File: config.mk
export PLATFORM = sky130hd
export DESIGN_NAME = irq_arbiter
export DESIGN_NICKNAME = d
export VERILOG_FILES = /design/src/rtl/irq_arbiter_pkg.sv /design/src/rtl/irq_arbiter_gateway.sv /design/src/rtl/irq_arbiter.sv
export SDC_FILE = /design/constraint.sdc
export NUM_CORES = 1
export LEC_CHECK = 0
export CORE_MARGIN = 1
export CORE_UTILIZATION = 38
export CTS_CLUSTER_SIZE = 12
export DETAILED_ROUTE_END_ITERATION = 10
export GPL_ROUTABILITY_DRIVEN = 0
export SLEW_MARGIN = 20
export SYNTH_ARGS = -nofsm -noshare
export SYNTH_HDL_FRONTEND = slang
export SYNTH_SLANG_ARGS = --single-unit
export TNS_END_PERCENT = 1
File: constraint.sdc
create_clock -name clk -period 11.47 [get_ports clk]
set_clock_uncertainty 0.05 [all_clocks]
set_input_delay 2.8675 -clock clk [delete_from_list [all_inputs] [get_ports clk]]
set_output_delay 2.8675 -clock clk [all_outputs]
set_load 0.01 [all_outputs]
File: src/rtl/irq_arbiter_pkg.sv
// irq_arbiter_pkg: gateway states and register word offsets for the interrupt arbiter
package irq_arbiter_pkg;
   typedef enum logic [1:0] {GW_IDLE, GW_PEND, GW_INSVC} gw_state_e;
   localparam logic [5:0] IRQ_PEND      = 6'h00;
   localparam logic [5:0] IRQ_ENABLE    = 6'h01;
   localparam logic [5:0] IRQ_TRIG      = 6'h02;
   localparam logic [5:0] IRQ_THRESH    = 6'h03;
   localparam logic [5:0] IRQ_CLAIM     = 6'h04;
   localparam logic [5:0] IRQ_PRIO_BASE = 6'h08;
endpackage

File: src/rtl/irq_arbiter_gateway.sv
// irq_gateway: per-channel IDLE/PEND/INSVC tracker with edge detector and 1-deep edge hold
module irq_gateway
   import irq_arbiter_pkg::*;
(
   input  logic clk,
   input  logic rst_n,
   input  logic src_i,
   input  logic trig_i,
   input  logic claim_i,
   input  logic complete_i,
   output logic pend_o
);
   gw_state_e state_q, state_d;
   logic hold_q, hold_d, prev_q, ev;
   always_comb begin
      ev = trig_i ? (src_i & ~prev_q) : src_i;
      state_d = state_q;
      hold_d = hold_q;
      unique case (state_q)
         GW_IDLE: state_d = ev ? GW_PEND : GW_IDLE;
         GW_PEND: begin
            state_d = claim_i ? GW_INSVC : GW_PEND;
            hold_d = hold_q | (trig_i & ev);
         end
         GW_INSVC: begin
            // a held edge (or one arriving with the complete) re-pends; one new edge stays held
            state_d = complete_i ? ((ev | (trig_i & hold_q)) ? GW_PEND : GW_IDLE) : GW_INSVC;
            hold_d = complete_i ? (trig_i & hold_q & ev) : (hold_q | (trig_i & ev));
         end
         default: state_d = GW_IDLE;
      endcase
   end
   always_ff @(posedge clk or negedge rst_n) begin
      if (!rst_n) begin
         state_q <= GW_IDLE;
         hold_q <= 1'b0;
         prev_q <= 1'b0;
      end else begin
         state_q <= state_d;
         hold_q <= hold_d;
         prev_q <= src_i;
      end
   end
   assign pend_o = (state_q == GW_PEND);
endmodule

File: src/rtl/irq_arbiter.sv
// irq_arbiter: external-interrupt controller with register port, priority arbiter and ex_trap_o
// Define IRQ_SYNC_EN to add a 2-flop synchronizer on every source.
module irq_arbiter
   import irq_arbiter_pkg::*;
#(
   parameter int IRQ_NUM = 8,
   parameter int PRIO_W  = 3
) (
   input  logic               clk,
   input  logic               rst_n,
   input  logic [IRQ_NUM-1:0] irq_src_i,
   input  logic [5:0]         reg_addr_i,
   input  logic               reg_we_i,
   input  logic               reg_re_i,
   input  logic [31:0]        reg_wdata_i,
   output logic [31:0]        reg_rdata_o,
   output logic               ex_trap_o
);
   localparam int ID_W = $clog2(IRQ_NUM + 1);
   logic [IRQ_NUM-1:0] src_s, pend, claim, complete;
   logic [IRQ_NUM-1:0] enable_q, enable_d, trig_q, trig_d;
   logic [PRIO_W-1:0]  thresh_q, thresh_d, win_prio;
   logic [PRIO_W-1:0]  prio_q [IRQ_NUM];
   logic [PRIO_W-1:0]  prio_d [IRQ_NUM];
   logic [31:0]        rdata_q, rdata_d, rsel;
   logic               trap_q, trap_d, unused_wdata;
   logic [ID_W-1:0]    win_id, cpl_id;

`ifdef IRQ_SYNC_EN
   logic [IRQ_NUM-1:0] sync1_q, sync2_q;
   always_ff @(posedge clk or negedge rst_n) begin
      if (!rst_n) begin
         sync1_q <= '0;
         sync2_q <= '0;
      end else begin
         sync1_q <= irq_src_i;
         sync2_q <= sync1_q;
      end
   end
   assign src_s = sync2_q;
`else
   assign src_s = irq_src_i;
`endif

   genvar g;
   for (g = 0; g < IRQ_NUM; g++) begin : gw
      irq_gateway u_gw (
         .clk        (clk),
         .rst_n      (rst_n),
         .src_i      (src_s[g]),
         .trig_i     (trig_q[g]),
         .claim_i    (claim[g]),
         .complete_i (complete[g]),
         .pend_o     (pend[g])
      );
   end

   // strict compare keeps the lowest ID on ties; starting at 0 masks PRIO=0
   always_comb begin
      win_id = '0;
      win_prio = '0;
      for (int i = 0; i < IRQ_NUM; i++)
         if (pend[i] && enable_q[i] && prio_q[i] > win_prio) begin
            win_prio = prio_q[i];
            win_id = ID_W'(i + 1);
         end
   end

   always_comb begin
      cpl_id = reg_wdata_i[ID_W-1:0];
      for (int i = 0; i < IRQ_NUM; i++) begin
         claim[i] = reg_re_i && reg_addr_i == IRQ_CLAIM && win_id == ID_W'(i + 1);
         complete[i] = reg_we_i && reg_addr_i == IRQ_CLAIM && cpl_id == ID_W'(i + 1);
      end
   end

   always_comb begin
      enable_d = (reg_we_i && reg_addr_i == IRQ_ENABLE) ? reg_wdata_i[IRQ_NUM-1:0] : enable_q;
      trig_d = (reg_we_i && reg_addr_i == IRQ_TRIG) ? reg_wdata_i[IRQ_NUM-1:0] : trig_q;
      thresh_d = (reg_we_i && reg_addr_i == IRQ_THRESH) ? reg_wdata_i[PRIO_W-1:0] : thresh_q;
      rsel = reg_addr_i == IRQ_PEND   ? 32'(pend)     :
             reg_addr_i == IRQ_ENABLE ? 32'(enable_q) :
             reg_addr_i == IRQ_TRIG   ? 32'(trig_q)   :
             reg_addr_i == IRQ_THRESH ? 32'(thresh_q) :
             reg_addr_i == IRQ_CLAIM  ? 32'(win_id)   : 32'd0;
      for (int i = 0; i < IRQ_NUM; i++) begin
         prio_d[i] = (reg_we_i && reg_addr_i == IRQ_PRIO_BASE + 6'(i)) ? reg_wdata_i[PRIO_W-1:0] : prio_q[i];
         if (reg_addr_i == IRQ_PRIO_BASE + 6'(i)) rsel = 32'(prio_q[i]);
      end
      rdata_d = reg_re_i ? rsel : rdata_q;
      trap_d = win_prio > thresh_q;
   end

   always_ff @(posedge clk or negedge rst_n) begin
      if (!rst_n) begin
         enable_q <= '0;
         trig_q <= '0;
         thresh_q <= '0;
         rdata_q <= '0;
         trap_q <= 1'b0;
         for (int i = 0; i < IRQ_NUM; i++) prio_q[i] <= '0;
      end else begin
         enable_q <= enable_d;
         trig_q <= trig_d;
         thresh_q <= thresh_d;
         rdata_q <= rdata_d;
         trap_q <= trap_d;
         prio_q <= prio_d;
      end
   end

   assign unused_wdata = ^reg_wdata_i;
   assign reg_rdata_o = rdata_q;
   assign ex_trap_o = trap_q;
endmodule
==> Word-level counts from Yosys, hierarchy flattened <==
Index checks and enable logic that the tools add are counted.
{ "op_classes": {"muxes": 93, "n_shift": 0, "n_bitwise": 56, "div": 0, "eq_ne": 44, "addsub": 0, "n_mul": 0, "reduce_logical": 62, "n_lt_le_gt_ge": 9} }
{ "ops": {"columns": ["op", "count"], "rows": [
  ["$mux W32", 7],
  ["$eq A6 B4 Y1 const B", 8],
  ["$pmux W2 S3", 8],
  ["$logic_and A1 B1 Y1", 45],
  ["$mux W4", 9],
  ["$mux W1", 33],
  ["$and A1 B1 Y1", 32],
  ["$eq A4 B3 Y1 const B", 8],
  ["$mux W2", 16],
  ["$mux W8", 4],
  ["$gt A3 B3 Y1", 8],
  ["$mux W3", 8],
  ["$eq A2 B1 Y1 const B", 8],
  ["$eq A2 B2 Y1 const B", 8],
  ["$eq A4 B2 Y1 const B", 4],
  ["$logic_not A2 Y1", 8],
  ["$or A1 B1 Y1", 16],
  ["$pmux W1 S2", 8],
  ["$reduce_bool A2 Y1", 8],
  ["$eq A6 B2 Y1 const B", 2],
  ["$eq A4 B1 Y1 const B", 2],
  ["$eq A4 B4 Y1 const B", 2],
  ["$not A1 Y1", 8],
  ["$eq A6 B1 Y1 const B", 1],
  ["other kinds (3)", 3]
]} }
{ "word_totals": {"wordCells": 301, "memories": 0, "in_bits": 50, "out_inout_bits": 33, "ff_bits": 108, "rom_bits": 0, "ram_bits": 0, "latchBits": 0} }

==> Longest topological paths before layout <==
Gate-level depths: netlist (run 1).
{ "logic_depth": {"ltp_word": 38, "ltp_mapped": 57, "mapped_depth_nobuf": 55} }

==> Cells and area by module <==
A second synthesis (run 1) with hierarchy kept.
{ "hier_totals": {"cells_unflattened": 629, "area_unflattened_um2": 5781.8} }
{ "modules_own_cells": {"columns": ["module", "area_each_um2", "instances", "cells_each", "seq_area_each_um2"], "rows": [
  ["irq_arbiter", 3890.0, 1, 429, 1301.2],
  ["irq_gateway", 236.5, 8, 25, 100.1]
]} }

==> Worst setup path after synthesis (run 1) <==
No wires, ideal clock.
{ "synth_path": {"path_kind": "register -> register", "startpoint": "reg gw[0].u_gw.state_q[1]", "endpoint": "reg trap_q, in the netlist ex_trap_o", "arrival_time_ps": 10384, "path_slack_ps": 910, "setup_ps": 126, "period_less_slack_ps": 10560, "path_buffers": 2, "t_required_ps": 11294, "stages_incl_launch_ff": 57, "path_cell_list": "dfrtp_1 > inv_1 > ha_1 > nand3_1 > ha_1 > nor2b_4 > o31ai_1 > nor2_1 > o21ai_1 > inv_1 > ha_1 > nand3_1 > o311ai_2 > nor2_1 > nand2_2 > mux2_2 > ha_1 > nor3b_1 > [... 21 more ...] > nand2b_1 > and4_1 > clkbuf_1 > nand2_1 > o21a_1 > ha_1 > nor2b_1 > o21ai_0 > nand2b_1 > and4_1 > clkbuf_1 > a311o_1 > o21ai_1 > ha_1 > inv_1 > a21o_1 > a21oi_1 > a31oi_1"} }
{ "synth_via": {"elab_chain_len": 26} }
{ "synth_rtl": {"columns": ["item", "line", "rtl"], "rows": [
  ["start, declared", "irq_arbiter_gateway.sv:13", "gw_state_e state_q, state_d;"],
  ["start signal, assigned", "irq_arbiter_gateway.sv:39", "state_q <= state_d;"],
  ["$eq A2 B1 Y1 *", "irq_arbiter_gateway.sv:44", "assign pend_o = (state_q == GW_PEND);"],
  ["$logic_and A1 B1 Y1 * (2 in series)", "irq_arbiter.sv:63", "if (pend[i] && enable_q[i] && prio_q[i] > win_prio) begin"],
  ["$mux W3 *", "irq_arbiter.sv:63", null],
  ["$gt A3 B3 Y1", "irq_arbiter.sv:63", null],
  ["$logic_and A1 B1 Y1", "irq_arbiter.sv:63", null],
  ["$mux W3 *", "irq_arbiter.sv:63", null],
  ["$gt A3 B3 Y1", "irq_arbiter.sv:63", null],
  ["$logic_and A1 B1 Y1", "irq_arbiter.sv:63", null],
  ["[... 10 more ...]", null, null],
  ["$gt A3 B3 Y1", "irq_arbiter.sv:63", null],
  ["$logic_and A1 B1 Y1", "irq_arbiter.sv:63", null],
  ["$mux W3 *", "irq_arbiter.sv:63", null],
  ["$gt A3 B3 Y1", "irq_arbiter.sv:63", null],
  ["$logic_and A1 B1 Y1", "irq_arbiter.sv:63", null],
  ["$mux W3 *", "irq_arbiter.sv:63", null],
  ["$gt A3 B3 Y1 *", "irq_arbiter.sv:91", "trap_d = win_prio > thresh_q;"],
  ["via trap_d", "irq_arbiter.sv:26", "logic trap_q, trap_d, unused_wdata;"],
  ["end signal, assigned", "irq_arbiter.sv:107", "trap_q <= trap_d;"],
  ["end, declared", "irq_arbiter.sv:26", null]
]} }
The timed path passes the listed nets; every way through them passes the cells marked *.
A chain may end at the register's enable or synchronous reset.

==> Worst setup path after layout (run 1) <==
Same ends and word-level chain as after synthesis.

==> impl_metrics.json, run 1 <==
{
  "outcome": "completed",
  "num_rows": 45,
  "synth_compound_area_share_pct": 20.66,
  "slew_headroom_pct": 22.90,
  "yosys_warnings": 0,
  "holdPathEnd": "gw[6].u_gw.hold_q",
  "path_max_fanout": 6,
  "min_period_ns": 10.94,
  "hpwl_mm": 11.96,
  "gr-usage-all-layers_pct": 21.44,
  "nets": 813,
  "seq_power_share_pct": 34.0,
  "drt-pass1-iter-count": 7,
  "coreArea_sq_um": 15260,
  "ys_seq_elements": 84,
  "ioPinCount": 83,
  "grt_pass1_wl_mm": 26.58,
  "antenna_cells": 0,
  "cts_tree": "built",
  "path_clk_slew_ns": 0.06,
  "p_sw_share_pct": 36.72,
  "fillers": 1453,
  "cap_violations": 0,
  "synth_ff_type": "dfrtp_1",
  "r2r-start": "gw[0].u_gw.state_q[1]",
  "synth_fa_ha_area_share_pct": 10.47,
  "min-delay-start": "gw[6].u_gw.prev_q",
  "ctsHoldBuffers": 0,
  "p_int_mw": 0.7188,
  "mostFrequentLayoutCell": "dfrtp_1",
  "synth_top_family_by_area": "compound AO/OA/AOI/OAI gates",
  "synthSimpleGateAreaFrac_pct": 16.88,
  "p_leak_nw": 3.053,
  "tightest_slew_ns": 1.152,
  "die_h_um": 127.2,
  "die_x_um": 127.2,
  "num_vias": 5156,
  "reg2reg_to": "ex_trap_o",
  "drv_slew": 0,
  "antenna_found_initial": 0,
  "routedWlPerCell_um": 17.80,
  "final_cell_mix": "dfrtp_1 (84), nand2_1 (74), inv_1 (52), ha_1 (48), a21oi_1 (41)",
  "netlist_instances": 655,
  "drive_gt1_share_pct": 16.69,
  "antenna_left": 0,
  "worstSetupStartpointType": "flop",
  "yosysTopAreaCell": "dfrtp_1",
  "path_common_cell": "ha_1",
  "crit_path_end_kind": "flop",
  "htreeDepth": 3,
  "synth-edff-count": 0,
  "synthToLayoutAreaGrowth_pct": 18.12,
  "syn_area_per_cell_sq_um": 9.089,
  "whs_path_depth": 1,
  "finalSetupViolations": 0,
  "grt_overflow": 0,
  "p_clk_share_pct": 26.7,
  "reg2reg_slack_ns": 0.53,
  "synth_xor_area_share_pct": 0.2942,
  "clockBufferDepth": 2,
  "wl_mm": 16.55,
  "syn-cell-area_sq_um": 5953,
  "drc": 0,
  "min_path_type": "flop to flop",
  "slowest_delay_ns": 0.47,
  "cts_sinks": 84,
  "cts-buffers-inserted": 9,
  "initial_core_util_pct": 39.02,
  "portBuffers": 34,
  "synthDominantCellAreaShare_pct": 35.31,
  "worst_slack_ns": 0.5296,
  "layout_worst_path_cycle_share_pct": 95.38,
  "ir_worst_vdd_mv": 0.07726,
  "grt_pass1_vias": 5150,
  "die_area_sq_um": 16170,
  "cp_slowest_cell": "or4_1",
  "via_per_inst": 5.544,
  "drt_iter0_markers": 373,
  "final_core_util_pct": 46.08,
  "p_comb_share_pct": 39.3,
  "ys_async_sr_fraction_pct": 100.0,
  "p_per_area_nw_per_um2": 161.5,
  "criticalPathCategory": "flop to flop",
  "synth_area_leaders": "dfrtp_1 (35%), ha_1 (10%), mux2_2 (6.8%), nand2_1 (4.7%), a21oi_1 (3.4%)",
  "yosysUniqueCellTypes": 81,
  "required_ns": 11.66,
  "hold_viol": 0,
  "crit_arrival_ns": 11.13,
  "switching_power_mw": 0.4171,
  "dp_worst_setup_slack_ns": 0.1588,
  "max_freq_ghz": 0.09140,
  "yosys-mux-area-fraction_pct": 8.974,
  "grt_start_max_net_pins": 85,
  "yosysSeqAreaShare_pct": 35.31,
  "cts-root-buf": "clkbuf_16",
  "clk_latency_ns": 0.36,
  "ff2ff_path_depth": 54
}
[layer usage]
layer	GRT usage (%)	wire (um)
met5	0	0
met4	6.373	286
met3	4.732	819
met2	34.68	7710
met1	28.71	7736
[area by class of cell]
type | instances | area [sq um] | share of cell area, %
timing repair buffer | 65 | 574.3 | 8.167
clock inverter | 3 | 45.04 | 0.6406
multi-input combinational | 502 | 3591 | 51.07
tap | 211 | 264.0 | 3.754
sequential | 84 | 2102 | 29.89
inverter | 52 | 195.2 | 2.776
clock buffer | 13 | 260.3 | 3.701
[sequential cells by signal, indices dropped and copies added (netlist names)]
register         flops
gw.u_gw.hold_q       8
prio_q              24
reg_rdata_o          8
enable_q             8
trig_q               8
gw.u_gw.state_q     16
ex_trap_o            1
thresh_q             3
gw.u_gw.prev_q       8
[synthesized netlist by cell type (3+ instances only)]
cell / n
o31a_1: 3
nor2_1: 44
a22oi_1: 3
a31o_1: 3
buf_4: 24
nand4_1: 5
nand2_1: 74
o21ai_0: 35
nor4_1: 3
o31ai_1: 11
a211oi_1: 4
nand3_1: 30
a31o_2: 3
o211ai_1: 10
nor3_1: 10
a21oi_1: 41
mux2i_1: 8
nor2b_1: 7
o21ai_1: 3
a31oi_1: 6
o221ai_1: 4
nand2b_1: 5
inv_1: 52
mux2_2: 36
o22ai_1: 8
and3_1: 9
dfrtp_1: 84
clkbuf_1: 13
ha_1: 49
[power groups by stage]
stage | Clock, mW | Sequential [mW] | Combinational, mW
2_1_floorplan | 0 | 0.374 | 0.296
6_report | 0.303 | 0.386 | 0.446
3_3_place_gp | 0 | 0.387 | 0.401
4_1_cts | 0.312 | 0.385 | 0.418
3_5_place_dp | 0 | 0.389 | 0.414
5_1_grt | 0.323 | 0.392 | 0.495
[what timing repair did]
item / CTS / global route
resized for setup: 0 / 18
setup buffers: 0 / 2
endpoints found under the setup margin: 0 / 14
hold endpoints to repair: 0 / 0
[worst max-delay path, delay by kind of cell (launching register included)]
family | cells | cell delay (ns)
and+or+nand+nor | 18 | 2.53
adders and majority gates | 10 | 2.79
muxes | 3 | 1.04
AOI/OAI and AO/OA | 19 | 3.57
buffers and inverters | 4 | 0.43
DFF | 1 | 0.40
[kinds of logic (layout without fill, tap and decap cells)]
kind of cell               count (synthesis)  in the layout
and+or+nand+nor                          206            206
adders and majority gates                 50             50
DFF                                       84             84
muxes                                     47             47
AOI/OAI and AO/OA                        173            173
buffers and inverters                     92            133
other                                      1             24
xor gates and xnor gates                   2              2
[through the flow]
step / setup TNS [ns] / hold slack (ns) / std cells / cell area, sq um / power [mW]
2_1_floorplan: 0 / 0.3795 / 678 / 6040 / 0.6701
3_3_place_gp: 0 / 0.3926 / 912 / 6616 / 0.7885
3_5_place_dp: 0 / 0.3963 / 912 / 6619 / 0.8037
4_1_cts: 0 / 0.4032 / 928 / 6924 / 1.114
5_1_grt: -0.01063 / 0.4259 / 930 / 7032 / 1.211
6_report: 0 / 0.4031 / 930 / 7032 / 1.136
[worst max-delay path by stage]
stage                          start               endpoint  slack (ns)  cells past startpoint
3_5_place_dp   gw[0].u_gw.state_q[1]  gw[2].u_gw.state_q[0]        0.16                     54
4_1_cts        gw[0].u_gw.state_q[1]  gw[2].u_gw.state_q[0]         0.1                     54
3_3_place_gp   gw[0].u_gw.state_q[1]  gw[2].u_gw.state_q[0]        0.45                     53
6_report       gw[0].u_gw.state_q[1]              ex_trap_o        0.53                     54
5_1_grt        gw[0].u_gw.state_q[1]              ex_trap_o       -0.01                     54
2_1_floorplan  gw[0].u_gw.state_q[1]              ex_trap_o        0.91                     56
No activity file was read; power rests on OpenSTA's default activity.
==> inputs of run 2 (changes only) <==
--- a/config.mk
+++ b/config.mk
@@ -5,6 +5,7 @@
 export SDC_FILE = /design/constraint.sdc
 export NUM_CORES = 1
 export LEC_CHECK = 0
+export CAP_MARGIN = 10
 export CORE_MARGIN = 1
 export CORE_UTILIZATION = 38
 export CTS_CLUSTER_SIZE = 12
==> results of run 2 <==
Final layout, timing and power as in run 1 (identical DEF).
